`src/rtl/hart_pc_sequencer.sv`:
```
// hart_pc_sequencer: per-hart PC store with round-robin issue to fetch.
// Each cycle the next hart in rotation is presented to fetch with its
// stored PC. A hart stays pending from its issue until its next PC is
// written back, and a pending hart produces a bubble in its slot.
//
// Handshake semantics: there is no back-pressure anywhere in this block.
// i_next_pc_valid is a single-cycle write strobe that is always accepted,
// also while stalled. o_issue_valid qualifies the current issue slot; the
// downstream stage consumes it on any clock edge where i_stall is low.
// While i_stall is high, the slot is held unchanged.
module hart_pc_sequencer #(
    parameter int NUM_HARTS = 16,
    parameter int PC_WIDTH = 32,
    parameter logic [PC_WIDTH-1:0] RESET_PC = '0,
    localparam int HART_ID_WIDTH = $clog2(NUM_HARTS)
) (
    input  logic                     clk,
    input  logic                     reset_n,
    input  logic                     i_stall,
    input  logic                     i_next_pc_valid,
    input  logic [HART_ID_WIDTH-1:0] i_next_pc_hart_id,
    input  logic [PC_WIDTH-1:0]      i_next_pc,
    output logic                     o_issue_valid,
    output logic [HART_ID_WIDTH-1:0] o_issue_hart_id,
    output logic [PC_WIDTH-1:0]      o_issue_pc,
    output logic [NUM_HARTS-1:0]     o_pending_mask
);

    localparam int LAST_INT = NUM_HARTS - 1;
    localparam logic [HART_ID_WIDTH-1:0] LAST_ID = LAST_INT[HART_ID_WIDTH-1:0];

    logic [HART_ID_WIDTH-1:0] cnt;
    logic [PC_WIDTH-1:0]      slot [NUM_HARTS];
    logic [NUM_HARTS-1:0]     pending;
    logic [NUM_HARTS-1:0]     pending_next;

    logic                wr_ok;
    logic                bypass;
    logic [PC_WIDTH-1:0] wr_pc;
    logic [PC_WIDTH-1:0] eff_pc;
    logic                eff_pend;
    logic                issue_fire;

    // Instruction fetch PCs are word aligned, so the low two bits are dropped.
    assign wr_pc = i_next_pc & ~(PC_WIDTH'(3));

    assign o_pending_mask = pending;

    // Accept writes for real harts only; when the write targets the hart being
    // selected this cycle, forward it so the returning PC is not missed.
    always_comb begin
        wr_ok      = i_next_pc_valid && (i_next_pc_hart_id <= LAST_ID);
        bypass     = wr_ok && (i_next_pc_hart_id == cnt);
        eff_pc     = bypass ? wr_pc : slot[cnt];
        eff_pend   = bypass ? 1'b0 : pending[cnt];
        issue_fire = !i_stall && !eff_pend;
    end

    // Pending update: write-back clears, issue sets; the set is applied last
    // so it wins when both hit the same hart in one cycle.
    always_comb begin
        pending_next = pending;
        if (wr_ok) begin
            pending_next[i_next_pc_hart_id] = 1'b0;
        end
        if (issue_fire) begin
            pending_next[cnt] = 1'b1;
        end
    end

    // Rotation counter and registered issue slot; both freeze while stalled.
    always_ff @(posedge clk or negedge reset_n) begin
        if (!reset_n) begin
            cnt             <= '0;
            o_issue_valid   <= 1'b0;
            o_issue_hart_id <= '0;
            o_issue_pc      <= '0;
        end else if (!i_stall) begin
            o_issue_hart_id <= cnt;
            o_issue_pc      <= eff_pc;
            o_issue_valid   <= !eff_pend;
            cnt             <= (cnt == LAST_ID) ? '0 : cnt + 1'b1;
        end
    end

    // PC slot storage and pending bits; writes land regardless of stall.
    always_ff @(posedge clk or negedge reset_n) begin
        if (!reset_n) begin
            for (int h = 0; h < NUM_HARTS; h++) begin
                slot[h] <= RESET_PC;
            end
            pending <= '0;
        end else begin
            pending <= pending_next;
            if (wr_ok) begin
                slot[i_next_pc_hart_id] <= wr_pc;
            end
        end
    end

endmodule

```
`config.mk`:
```
export PLATFORM = sky130hd
export DESIGN_NAME = hart_pc_sequencer
export DESIGN_NICKNAME = d
export VERILOG_FILES = /design/src/rtl/hart_pc_sequencer.sv
export SDC_FILE = /design/constraint.sdc
export NUM_CORES = 1
export LEC_CHECK = 0
export ABC_CLOCK_PERIOD_IN_PS = 3200
export CORE_MARGIN = 2
export CORE_UTILIZATION = 25
export CTS_BUF_LIST = sky130_fd_sc_hd__clkbuf_8
export DETAILED_ROUTE_END_ITERATION = 16
export PLACE_DENSITY_LB_ADDON = 0.12
export SLEW_MARGIN = 40
export SYNTH_ARGS = -nofsm -noshare
export SYNTH_HDL_FRONTEND = slang
export SYNTH_SLANG_ARGS = --single-unit
```
`constraint.sdc`:
```
create_clock -name clk -period 3.2 [get_ports clk]
set_input_delay 0.64 -clock clk [delete_from_list [all_inputs] [get_ports clk]]
set_output_delay 0.64 -clock clk [all_outputs]
set_load 0.01 [all_outputs]
```
==> qor.txt <==
status: complete, no violations
Fill cells: 9467
Slew Limit Fails: 0
Setup violations, final: 0
Yosys cell types: 41
gr usage total: 0.146
CTS resizes: 0
CP Data Arrival Time: 2.97 ns
largest net degree at the start of global routing: 97
vias in the first global route: 15618
Num CTS Buffers: 98
Clock Latency Late Sink: 0.67 ns
fraction of registers with async set/reset: 1.00
Synth Flop Type: dfrtp_1
clk slew on worst S/H paths: 0.06 ns
R2R Path Start: cnt[0]$_DFFE_PN0N_
remaining antenna violation count: 0
Netlist Area Pre-Place: 0.0240 mm^2
RSZ-0062 raised after global routing: no
Max Cap Violations: 0
number of core rows: 113
Root Buffer: clkbuf_8
most common cell after layout, fill and taps aside: dfrtp_1
CTS H-tree depth: 3
classification of the worst setup path: register to register
routed wire length: 70900 um
Highest Clock Rate: 0.409 GHz
max incr delay on CP: 0.57 ns
core area: 0.0952 mm^2
routability cong.: 0.707
routed length per instance: 23.1 um
initial antenna violation count: 3
Die Y: 314 um
post-route clock skew: 0.0236 ns
Ys Warns: 0
layout cells sized above 1: 0.456
Pleak: 0.0121 uW
port bufs: 88
Starting Density: 0.253
# IOs: 93
sequential share of the synthesized area: 0.557
nets@finish: 1772
vias: 14221
Hold Path Class: input port to register
Post-synth EDFFs: 0
CP Max Fanout: 27
cells after synthesis: 1611
Avg Vias per Cell: 4.64
final critical-path share of the clock period: 0.765
Period minus WS final: 2.45 ns
Tightest Pin Transition: 0.729 ns
worst-case vdd ir drop: 0.583 mV
Setup TNS: 0 ns
remaining routing DRC violations: 0
final non-filler cell total: 3064
Startpoint Class: register
DP Cell Count: 2892
Yosys reg bits: 535
pwr dens: 797 mW/mm^2
CTS Buffer Depth: 3
Final HPWL DP: 40700 um
Req. time, crit path: 3.72 ns
CP cell instances: buf_12 > buf_4 > mux2i_1 > o22ai_1 > a211o_1 > a211oi_1 > o31ai_1
die width: 314 um
crit path from: cnt[0]$_DFFE_PN0N_
post-CTS setup buffers: 0
Critical Path Sink Type: register
Crit-path slowest cell: dfrtp_4
hold violation count in the final report: 0
Max-slew headroom: 0.512
Hold WS: 0.477 ns
Post-Syn Area per Cell: 14.9 um^2
Detailed Routing Iterations Pass 1: 4
CTS sink cnt: 535
DRT iter0 DRCs: 630
grt ovf: 0
CTS tree: yes
Area Overhead vs Synth: 19.6%
most frequent cells in the layout: 533 x dfrtp_1, 482 x mux2_2, 122 x clkbuf_8
first-pass GRT wire length: 107000 um
Hold Startpoint: i_stall
full die area: 0.0987 mm^2
==> cells by family (layout without fill, tap and decap cells) <==
family	Yosys count	after routing	share of synthesized area
AOI/OAI and AO/OA	160	160	0.0417
xor gates and xnor gates	5	5	0.00182
adders and majority gates	4	4	0.00208
buffers and inverters	142	328	0.0262
DFF	535	535	0.557
muxes	623	623	0.343
other	1	3	0.000156
and+or+nand+nor	141	141	0.0279
==> final timing paths <==
path | end | slack, ns | cells after the start
worst max-delay path | o_issue_pc[15]$_DFFE_PN0N_ | 0.75 | 7
worst min-delay path | o_issue_pc[12]$_DFFE_PN0N_ | 0.48 | 3
worst max register to register | o_issue_pc[15]$_DFFE_PN0N_ | 0.75 | 7
worst min register to register | slot[365]$_DFFE_PN0P_ | 0.49 | 1
max in group asynchronous | slot[350]$_DFFE_PN0P_ | 1.66 | 3
min in group asynchronous | slot[236]$_DFFE_PN0P_ | 0.54 | 2
==> routing by layer <==
metal | track usage | vias up | wire (um) | part of all wire
met5 | 0 | - | 0 | 0
met4 | 0.0385 | 0 | 1320 | 0.019
met3 | 0.0258 | 90 | 2680 | 0.038
met2 | 0.235 | 267 | 33500 | 0.47
met1 | 0.203 | 7662 | 33400 | 0.47
li1 | - | 6202 | - | -
==> registers in the layout, summed over array words and instances (netlist names) <==
register	flops
cnt	4
slot	480
o_issue_valid	1
o_issue_pc	30
o_issue_hart_id	4
o_pending_mask	16
==> cell usage after synthesis, drive strengths merged, types with 6 or more instances <==
library cell,n,area share
a211oi,6,0.0019
mux4,112,0.10
a22oi,50,0.016
nand2,72,0.011
dfrtp,535,0.56
clkbuf,64,0.010
buf,74,0.016
nor2b,28,0.0073
nor2,17,0.0027
o22ai,11,0.0031
mux2i,21,0.0087
o21ai,29,0.0062
mux2,490,0.23
a21oi,52,0.011
nand2b,10,0.0026
==> final cells by class <==
cell class | instances | area [um^2] | area share
flip-flops and latches | 535 | 13400 | 0.466
multi-input cells | 935 | 10100 | 0.353
repair buffers | 154 | 1740 | 0.0607
clock buffers | 122 | 1680 | 0.0584
well taps | 1265 | 1580 | 0.0550
clock inverters | 48 | 191 | 0.00666
inverters | 4 | 15.0 | 0.000522
diodes | 1 | 2.50 | 0.0000870
==> per-stage QoR <==
step	instance area, um^2	setup WS, ns	total power [uW]	utilization
after floorplan	24000	1.26	14000	-
after global routing	28800	0.595	24400	0.302
final	28800	0.752	22900	0.302
after CTS	28800	0.695	23400	0.302
after detailed placement	26900	0.387	17000	0.282
after global placement	26900	0.390	16800	0.282
==> where the power goes <==
group	switching [uW]	internal (uW)	total, uW
clock network	2860	3390	6260
logic	3350	3810	7160
registers	974	8520	9490
==> what timing repair did <==
action                                 in CTS  in global routing
endpoints found under the hold margin      46                  0
hold buffers                                1                  0
setup endpoints to repair                   0                  0
==> critical path, delay by kind of cell, from the launching register on <==
kind	cells	cell delay, ns
muxes	1	0.27
buffers and inverters	2	0.62
AOI/OAI and AO/OA	4	0.79
DFF	1	0.57
No activity file was read; power rests on OpenSTA's default activity.
